==> config.mk <==
export PLATFORM = sky130hd
export DESIGN_NAME = crack_ctrl
export DESIGN_NICKNAME = d
export VERILOG_FILES = /design/src/rtl/crack_pkg.sv /design/src/rtl/crack_ctrl_pt_snoop.sv /design/src/rtl/crack_ctrl.sv
export SDC_FILE = /design/constraint.sdc
export NUM_CORES = 1
export LEC_CHECK = 0
export CELL_PAD_IN_SITES_DETAIL_PLACEMENT = 0
export CELL_PAD_IN_SITES_GLOBAL_PLACEMENT = 1
export CORE_MARGIN = 3
export CORE_UTILIZATION = 35
export CTS_BUF_LIST = sky130_fd_sc_hd__clkbuf_16
export CTS_CLUSTER_DIAMETER = 30
export DETAILED_ROUTE_END_ITERATION = 8
export DONT_BUFFER_PORTS = 1
export GPL_ROUTABILITY_DRIVEN = 0
export HOLD_SLACK_MARGIN = 0.06
export PLACE_DENSITY = 0.66
export SYNTH_ARGS = -nofsm -noshare
export SYNTH_HDL_FRONTEND = slang
export SYNTH_SLANG_ARGS = --single-unit
==> constraint.sdc <==
create_clock -name clk -period 3.18 [get_ports clk]
set_input_delay 0.795 -clock clk [delete_from_list [all_inputs] [get_ports clk]]
set_output_delay 0.795 -clock clk [all_outputs]
set_load 0.02 [all_outputs]
==> src/rtl/crack_pkg.sv <==
// crack_pkg: shared types and constants for the ARC4 key-search sequencer.
//   crack_state_t - sequencer state encoding
//   KEY_W         - candidate key width (24)
//   PRINT_LO/HI   - inclusive printable ASCII range accepted in plaintext
package crack_pkg;

    localparam int         KEY_W    = 24;
    localparam logic [7:0] PRINT_LO = 8'h20;
    localparam logic [7:0] PRINT_HI = 8'h7E;

    typedef enum logic [2:0] {
        IDLE,
        WAIT_A4,
        LAUNCH,
        SETTLE,
        RUN,
        EVAL
    } crack_state_t;

endpackage

==> src/rtl/crack_ctrl_pt_snoop.sv <==
// pt_snoop: watches the arc4 plaintext write stream and flags any message
// byte outside the printable range.
//   clk, rst_n   - clock, synchronous active-low reset
//   clr          - clears len and bad (new candidate / new launch)
//   snoop_en     - writes are only observed while high
//   pt_wren, pt_addr, pt_wrdata - snooped arc4 write port
//   bad          - sticky: a byte at address 1..len was unprintable
module pt_snoop
    import crack_pkg::*;
(
    input  logic       clk,
    input  logic       rst_n,
    input  logic       clr,
    input  logic       snoop_en,
    input  logic       pt_wren,
    input  logic [7:0] pt_addr,
    input  logic [7:0] pt_wrdata,
    output logic       bad
);

    logic [7:0] len;

    always_ff @(posedge clk) begin
        if (!rst_n) begin
            len <= '0;
            bad <= 1'b0;
        end else if (clr) begin
            len <= '0;
            bad <= 1'b0;
        end else if (snoop_en && pt_wren) begin
            // Address 0 carries the length byte; it is never range-checked.
            // Bytes past len are padding and are ignored.
            if (pt_addr == 8'd0)
                len <= pt_wrdata;
            else if (pt_addr <= len &&
                     (pt_wrdata < PRINT_LO || pt_wrdata > PRINT_HI))
                bad <= 1'b1;
        end
    end

endmodule

==> src/rtl/crack_ctrl.sv <==
// crack_ctrl: key-search sequencer for one arc4 core. Launches the core once
// per candidate key, snoops the plaintext writes, and stops at the first key
// whose message is entirely printable, or after KEY_LAST.
//   clk, rst_n      - clock, synchronous active-low reset (shared with arc4)
//   en / rdy        - start request (taken only while rdy) / idle
//   key, key_valid  - result: last key evaluated, 1 = printable, 0 = exhausted
//   a4_en, a4_key   - arc4 start pulse and key
//   a4_rdy          - arc4 ready
//   pt_wren, pt_addr, pt_wrdata - snooped arc4 plaintext write port
// Build option CRACK_STRIDE2_EN: start at KEY_OFFSET and step by 2, so two
// instances (offset 0 and 1) split the key space. Otherwise start 0, step 1.
module crack_ctrl
    import crack_pkg::*;
#(
    parameter logic [KEY_W-1:0] KEY_OFFSET = '0,
    parameter logic [KEY_W-1:0] KEY_LAST   = 24'hFFFFFF
) (
    input  logic             clk,
    input  logic             rst_n,
    input  logic             en,
    output logic             rdy,
    output logic [KEY_W-1:0] key,
    output logic             key_valid,
    output logic             a4_en,
    input  logic             a4_rdy,
    output logic [KEY_W-1:0] a4_key,
    input  logic             pt_wren,
    input  logic [7:0]       pt_addr,
    input  logic [7:0]       pt_wrdata
);

`ifdef CRACK_STRIDE2_EN
    localparam logic [KEY_W-1:0] START_KEY = KEY_OFFSET;
    localparam logic [KEY_W:0]   STEP      = (KEY_W+1)'(2);
`else
    localparam logic [KEY_W-1:0] START_KEY = '0;
    localparam logic [KEY_W:0]   STEP      = (KEY_W+1)'(1);
    // KEY_OFFSET only matters for the stride-2 build.
    logic unused_key_offset;
    assign unused_key_offset = ^KEY_OFFSET;
`endif

    crack_state_t     state;
    logic [KEY_W-1:0] cand;
    logic             bad;
    logic             last;
    logic             snoop_clr;

    // Compare with one spare bit so the check cannot wrap; with step 2 a
    // candidate whose successor would overshoot KEY_LAST is the last one.
    assign last = ({1'b0, cand} + STEP) > {1'b0, KEY_LAST};

    assign snoop_clr = (state == IDLE && en) || (state == LAUNCH) ||
                       (state == EVAL && bad && !last);

    assign a4_key = cand;

    pt_snoop u_snoop (
        .clk       (clk),
        .rst_n     (rst_n),
        .clr       (snoop_clr),
        .snoop_en  (state == RUN),
        .pt_wren   (pt_wren),
        .pt_addr   (pt_addr),
        .pt_wrdata (pt_wrdata),
        .bad       (bad)
    );

    always_ff @(posedge clk) begin
        if (!rst_n) begin
            state     <= IDLE;
            rdy       <= 1'b1;
            key       <= '0;
            key_valid <= 1'b0;
            a4_en     <= 1'b0;
            cand      <= '0;
        end else begin
            case (state)
                IDLE: if (en) begin
                    state     <= WAIT_A4;
                    rdy       <= 1'b0;
                    cand      <= START_KEY;
                    key_valid <= 1'b0;
                end
                WAIT_A4: if (a4_rdy) begin
                    state <= LAUNCH;
                    a4_en <= 1'b1;
                end
                LAUNCH: begin
                    state <= SETTLE;
                    a4_en <= 1'b0;
                end
                // The core drops rdy only after seeing the launch; skip one
                // cycle so its still-high rdy is not taken as completion.
                SETTLE: state <= RUN;
                RUN: if (a4_rdy) state <= EVAL;
                EVAL: begin
                    if (!bad || last) begin
                        state     <= IDLE;
                        rdy       <= 1'b1;
                        key       <= cand;
                        key_valid <= !bad;
                    end else begin
                        state <= WAIT_A4;
                        cand  <= cand + STEP[KEY_W-1:0];
                    end
                end
                default: state <= IDLE;
            endcase
        end
    end

endmodule

Word-level counts from Yosys, hierarchy flattened
Cells that the tools add are included.
Widths: inputs -> output; s select.

storage, ports and cells
  output and inout bits = 51
  flip-flop bits (word level) = 63
  logic and storage cells = 64
  input port bits = 21

operators by class
  equal/unequal tests = 10
  muxes and demuxes = 15
  add/subtract/negate cells = 2
  reduce and logical (&&, ||, !) cells = 23
  order comparisons = 4
  bitwise gates (word level) = 2

operator list
  operator               number
  $mux 24                2
  $pmux 24 s2            1
  $add 24x1->25 const B  1
  $gt 25x24->1 const B   1
  $add 24x1->24 const B  1
  $pmux 3 s6             1
  $reduce_and 3->1       4
  $mux 3                 3
  $gt 8x7->1 const B     1
  $le 8x8->1             1
  $logic_not 8->1        1
  $lt 8x6->1 const B     1
  $ne 2x2->1 const B     4
  $eq 3x2->1 const B     2
  $eq 3x3->1 const B     2
  $pmux 1 s2             3
  $reduce_and 2->1       3
  $logic_and 1x1->1      5
  $mux 1                 5
  $logic_or 1x1->1       4
  $reduce_bool 2->1      2
  $eq 3x1->1 const B     1
  $logic_not 3->1        1
  $logic_not 1->1        2
  other kinds (3)        4

Logic depth before layout (Yosys ltp)
Gate-level depths: netlist of run 1.

  word-level depth = 6
  mapped depth = 11
  depth with buffers taken out = 10

Hierarchy
A second synthesis of run 1 with hierarchy kept.

second synthesis, totals
  cells, all modules = 434
  area, all modules = 3412.0 sq um

modules (own cells, without submodules)
  module      cells an instance  seq. area each (sq um)  area each (sq um)  instances
  crack_ctrl  370                1081.0                  2825.2             1
  pt_snoop    64                 180.2                   586.8              1

Least setup slack after synthesis of run 1
Ideal clock, no wire load.

  path type = register -> register
  start point = register cand[0], in the netlist a4_key[0]
  end point = register u_snoop.bad
  data required time = 3121 ps
  setup slack = -9 ps
  arrival = 3130 ps
  library setup time = 59 ps
  cell stages (with the launch flop) = 11
  period minus slack after synthesis = 3189 ps
  path buffers = 1
  cells stage by stage = dfxtp_1 ha_1 nand3_1 or4_1 a221oi_1 nand4_1 a2111oi_4 nor2_1 or3_1 buf_2 o21ba_1

between the ends
  cells in the longest elaborated chain, start to end = 6

RTL lines
  what                              RTL line                   RTL
  start: declaration                crack_ctrl.sv:44           logic [KEY_W-1:0] cand;
  start signal: assignment          crack_ctrl.sv:105          cand <= cand + STEP[KEY_W-1:0];
  $add 24x1->25                     crack_ctrl.sv:51           assign last = ({1'b0, cand} + STEP) > {1'b0, KEY_LAST};
  $gt 25x24->1                      crack_ctrl.sv:51
  $logic_not 1->1                   crack_ctrl.sv:54           (state == EVAL && bad && !last);
  $logic_and 1x1->1                 crack_ctrl.sv:54
  $logic_or 1x1->1                  crack_ctrl.sv:53           assign snoop_clr = (state == IDLE && en) || (state == LAUNCH) ||
  $reduce_or 2->1 (no source line)  n/a
  end signal: assignment            crack_ctrl_pt_snoop.sv:26  bad <= 1'b0;
  end signal: assignment            crack_ctrl_pt_snoop.sv:29  bad <= 1'b0;
  end signal: assignment            crack_ctrl_pt_snoop.sv:37  bad <= 1'b1;
  end: declaration                  crack_ctrl_pt_snoop.sv:18  output logic bad

Every way passes these cells.
A chain may end at the register's enable or synchronous reset.

Worst setup path after layout of run 1
  start point = register cand[13], in the netlist a4_key[13]
  end point = register u_snoop.bad

The elaborated chain is that of the path after synthesis.

==> results of run 1 <==
timing repair:
item,4_1_cts,5_1_grt
setup endpoints to repair,0,28
endpoints found under the hold margin,0,0
gates resized for setup,0,8
buffers inserted,0,1
synth_stat cells (5+ instances only):
master	instances
a21oi_1	26
nor4_1	10
o21a_1	5
nand2b_1	5
nor2_1	39
mux2i_1	9
nand4_1	12
nor3_1	9
buf_1	5
clkbuf_1	21
nand2_1	43
dfxtp_1	63
o31ai_1	6
inv_1	16
or3_1	7
ha_1	10
o21ai_0	45
nand3_1	41
metal layers:
| layer | track usage, % | wire (um) |
|---|---|---|
| met1 | 28.5 | 5090 |
| met5 | 0 | 0 |
| met3 | 6.17 | 891 |
| met4 | 5.58 | 138 |
| met2 | 27.6 | 4190 |
cell families (layout without fill, tap and decap cells):
kind of cell               count (synthesis)  count (layout)  share of synthesized area (%)
xor gates and xnor gates                   3               3                          0.794
adders and majority gates                 10              10                           3.78
AOI/OAI and AO/OA                        110             110                           20.4
muxes                                     10              10                           3.06
and+or+nand+nor                          188             188                           28.3
DFF                                       63              63                           38.1
buffers and inverters                     47              65                           5.52
tightest hold or removal path: cells and delay by family, from the launching register on:
kind,cells,cell delay [ns]
simple gates,1,0.07
flops,1,0.32
mux,1,0.06
per-stage QoR:
step	setup WS, ns	hold WS (ns)	cells	cell area, um^2	total power, mW
floorplan	0.00116	0.463	431	3310	0.885
global placement	0.229	0.482	540	3590	0.900
detailed placement	0.141	0.490	540	3590	0.901
CTS	0.117	0.502	556	3880	1.87
global route	-0.0106	0.536	557	3910	1.91
finish	0.145	0.491	557	3910	1.85
power breakdown:
part           internal, mW  total, mW  switching [mW]
Combinational        0.0294     0.0757          0.0463
Clock                 0.600      0.970           0.369
Sequential            0.796      0.809          0.0130
Total                  1.43       1.85           0.429
sequential cells by signal, indices dropped and copies added, names as in the netlist:
| signal | flops |
|---|---|
| key | 24 |
| rdy | 1 |
| u_snoop.bad | 1 |
| a4_key | 24 |
| state | 3 |
| u_snoop.len | 8 |
| key_valid | 1 |
| a4_en | 1 |
path summary, 6_finish.rpt:
check / end / slack (ns)
setup / recovery: u_snoop.bad / 0.14
hold / removal: u_snoop.len[7] / 0.49
setup reg to reg: u_snoop.bad / 0.14
hold reg to reg: u_snoop.len[7] / 0.49
area by class of cell:
type	instances	area [um^2]	area share [%]
Clock buffer	9	225	5.75
Tap cell	108	135	3.45
Inverter	16	60.1	1.53
Sequential cell	63	1270	32.4
Timing Repair Buffer	33	264	6.75
Multi-Input combinational cell	321	1900	48.5
Clock inverter	7	65.1	1.66
==> run metrics, run 1 <==
run status complete, no violations; crit path max fanout 9; Max Cap Viol 0; Worst Tran Pin Value approximately 0.73 ns; Die Wd 103 um; HP Class flip-flop to flip-flop; Worst Hold Path Cells 2; area grow syn2layout 18.3%; first-pass GRT wire length 15,900 um; Gate Count Post-Synth about 430; crit-path cells nand4_1, nor4_1, buf_4, and4b_1, o32ai_2, a2111oi_4, nor2_1, or3_1, o21ba_1; cell count along the critical path 9; hold path startpoint u_snoop.len[7]; critical path's top delay family simple AND/OR/NAND/NOR gates; Rows 34; initial DRC count 188; final hold viol count 0; largest net degree at the start of global routing 59; Peak Freq between 300 and 400 MHz; final setup violation count 0; startpoint types flip-flop; Post-synth EDFFs 0; initial core utilization a little under two fifths; # DRC 0; worst setup path start a4_key[13]; Final Core Density around 44%; worst r2r src a4_key[13]; Buf+Inv Stages, Crit Path 1; sequential share of the synthesized area around two fifths; max_slew headroom 51.0%; Fillers 899; dominant cell type by area after synthesis dfxtp_1; clk sinks 63; critical path type flip-flop to flip-flop; syn_nets 462; LEAKAGE ~1.4 nW; Hold Buf Count CTS 0; Cell Pwr Density 474 nW/um^2; post-synthesis register bit count 63; WP data required 3.45 ns; CTS max path bufs 2; Fin Setup TNS 0 ns; global-route total usage across every layer 19.5%; layout cells sized above 1 around 14%; initial antenna violation count 0; Detailed Place HPWL 7510 um; Synthesis Warnings 0; Clock Latency Late Sink 0.33 ns; commonest non-fill, non-tap cell in the layout dfxtp_1; top cells by area in the synthesized netlist dfxtp_1 (38%), o21ai_0 (6.8%), nand3_1 (6.2%); crit end category flip-flop; final setup skew 0.00665 ns; Yosys top cell area share about two fifths; VDD IR max between 0.0002 and 0.0003 V; IO Count approximately 70; core area 8930 um^2; Critical Path Max Stage Delay about 0.5 ns; Vias/cell roughly 5.8; CTS tree built; H-tree Lvls 3; mean post-synth cell area 7.68 um^2; ys flop type dfxtp_1; Routed Antenna Nets 0; Worst-path clk slew roughly 0.06 ns; routed via count ~3,200; Yosys cell types between 50 and 60; Slowest-stage cell, CP or3_1; die area between 10,000 and 15,000 um^2; TritonRoute pass-1 iters 5; critical path arrival about 3.3 ns; drt total wl ~10,000 um; synthesized area ~3300 um^2; async set-or-reset flop fraction in the synthesized netlist 0%; Max Slew Vio Count 0; cells on worst reg2reg path 9; n_diodes 0; average wire per standard cell between 15 and 20 um; number of global-route vias before repair a little under 3,000; gr ovfl total 0; period utilization a little over nine tenths; nets 475; clock period minus worst slack roughly 3.0 ns; Die H between 100 and 150 um; CTS Root Cell clkbuf_16; Num CTS Buffers 9; most frequent cells in the layout dfxtp_1 (59), o21ai_0 (45), nand2_1 (43); PortBufs 0
(Power assumes the default switching activity.)
==> inputs of run 2 (changes only) <==
--- a/config.mk
+++ b/config.mk
@@ -14,7 +14,7 @@
 export DETAILED_ROUTE_END_ITERATION = 8
 export DONT_BUFFER_PORTS = 1
 export GPL_ROUTABILITY_DRIVEN = 0
-export HOLD_SLACK_MARGIN = 0.06
+export MAX_ROUTING_LAYER = met4
 export PLACE_DENSITY = 0.66
 export SYNTH_ARGS = -nofsm -noshare
 export SYNTH_HDL_FRONTEND = slang
==> constraint.sdc (replaced) <==
create_clock -name clk -period 3.18 [get_ports clk]
set_input_delay 0.795 -clock clk [delete_from_list [all_inputs] [get_ports clk]]
set_output_delay 0.795 -clock clk [all_outputs]
set_load 0.005 [all_outputs]
==> run 2 against run 1 <==
  * Hold slack got worse by 0.0043 ns
  * First-iteration DRC count fell by 13%
  * Combinational power rose by 1%
  * Die area did not move
  * Register-to-register slack improved by 0.04 ns
  * Sequential power barely moved
  * Via count fell by 1.5%
  * Maximum frequency rose by 1.3%
  * Global-route usage rose by 0.58 points
  * Critical path type unchanged
  * Critical endpoint unchanged
  * Largest cell class unchanged
==> run metrics, run 2 (same netlist as run 1, synthesis figures left out) <==
largest net degree at the start of global routing slightly below 60; Internal Pwr Total 1.35 mW; clock period minus worst slack approximately 3 ns; Worst Tran Pin Value about 0.64 ns; Slowest-stage cell, CP a2111oi_4; Rows 34; period utilization 94.2%; Num CTS Buffers 9; Peak Freq approximately 330 MHz; crit end category flip-flop; Inst Count DP about 540; core area ~8900 um^2; Critical Path Max Stage Delay roughly 0.48 ns; Fin Setup TNS 0 ns; unrepaired setup endpoints after global routing false; first-pass GRT wire length 15,800 um; number of global-route vias before repair roughly 2,900; initial antenna violation count 0; HP Class flip-flop to flip-flop; Max Cap Viol 0; n_diodes 0; Vias/cell approximately 5.7; Worst-path clk slew about 0.060 ns; Final Core Density between 40% and 50%; clk sinks 63; nets 471; layout cells sized above 1 around 13%; Hold Buf Count CTS 0; LEAKAGE 1.32 nW; total design power 1.78 mW; average wire per standard cell between 15 and 20 um; IO Count between 70 and 80; GRT busiest layer met1; area grow syn2layout 16.0%; Cell Pwr Density roughly 460 nW/um^2; CTS max path bufs 2; # DRC 0; Post-Layout Cell Count approximately 550; critical path type flip-flop to flip-flop; max_slew headroom between 50% and 60%; crit-path cells ha_2, nand3_1, or4_1, a221oi_1, nand4_1, a2111oi_4, nor2_1, or3_4, o21ba_1; Area after DPL approximately 3600 um^2; DP Worst Slack 0.155 ns; drt total wl 10,300 um; Routed Antenna Nets 0; final setup skew 0.00995 ns; Max Slew Vio Count 0; CTS Root Cell clkbuf_16; WP data required 3.45 ns; GR Layer Usage met3 approximately 8.1%; Final Cell Area around 3800 um^2; run status complete, no violations; met2 usage between 20% and 30%; minimum hold slack around 0.49 ns; clock share of power just over 50%; final hold viol count 0; final setup violation count 0; H-tree Lvls 3; Sw Ratio between 20% and 30%; Die Wd slightly above 100 um; PortBufs 0; met1 usage between 20% and 30%; NetSw 434 uW; startpoint types flip-flop; die area 10,700 um^2; initial DRC count approximately 160; routed via count approximately 3,200; PnR worst setup slack around 0.18 ns; CTS tree built; commonest non-fill, non-tap cell in the layout dfxtp_1; VDD IR max ~0.00020 V; gr ovfl total 0; TritonRoute pass-1 iters 4; Fillers around 920; critical path arrival ~3.3 ns; power share of the combinational group ~4.3%; sequential fraction of design power 45.2%; Clock Latency Late Sink around 0.34 ns; most frequent cells in the layout dfxtp_1 (61), o21ai_0 (44), nand2_1 (43); initial core utilization 37.0%; Die H 103 um; Detailed Place HPWL around 7500 um; global-route total usage across every layer 20.1%; crit path max fanout 9
[run 2: power groups by stage]
stage                     combinational (mW)  sequential [mW]  clock, mW
after floorplan                       0.0651            0.817          0
after global placement                0.0748            0.822          0
final                                 0.0765            0.806      0.898
after CTS                             0.0757            0.805      0.910
after global routing                  0.0861            0.806      0.942
after detailed placement              0.0752            0.823          0
[run 2: path summary, 6_finish.rpt]
check / startpoint / to / slack, ns / cells after the start
max: a4_key[1] / u_snoop.bad / 0.18 / 9
min: key[9] / key[9] / 0.49 / 2
max reg2reg: a4_key[1] / u_snoop.bad / 0.18 / 9
min reg2reg: key[9] / key[9] / 0.49 / 2
[run 2: timing repair]
item | CTS | global route
setup endpoints to repair | 0 | 26
buffers inserted | 0 | 1
gates resized for setup | 0 | 6
[run 2: per-layer routing]
layer  vias up  routed length, um  share of wire (%)
met5         -                  0                  0
met4         0                 97               0.94
met3        11               1040                 10
met2        96               4170                 41
met1      1468               4980                 48
li1       1584                  -                  -
[run 2: worst max-delay path: cells and delay by family (launching register included)]
kind	cells	cell delay, ns
AND/OR/NAND/NOR	5	1.31
AO/OA/AOI/OAI	3	1.00
flip-flops	1	0.38
adder cells (fa/ha/maj)	1	0.23
[run 2: cell type report]
class	count	area [um^2]	area share (%)
clock buffers	9	225	5.87
repair buffers	29	230	6.00
multi-input cells	321	1880	49.1
clock inverters	7	41.3	1.08
flip-flops and latches	63	1260	32.9
well taps	108	135	3.52
inverters	16	60.1	1.56
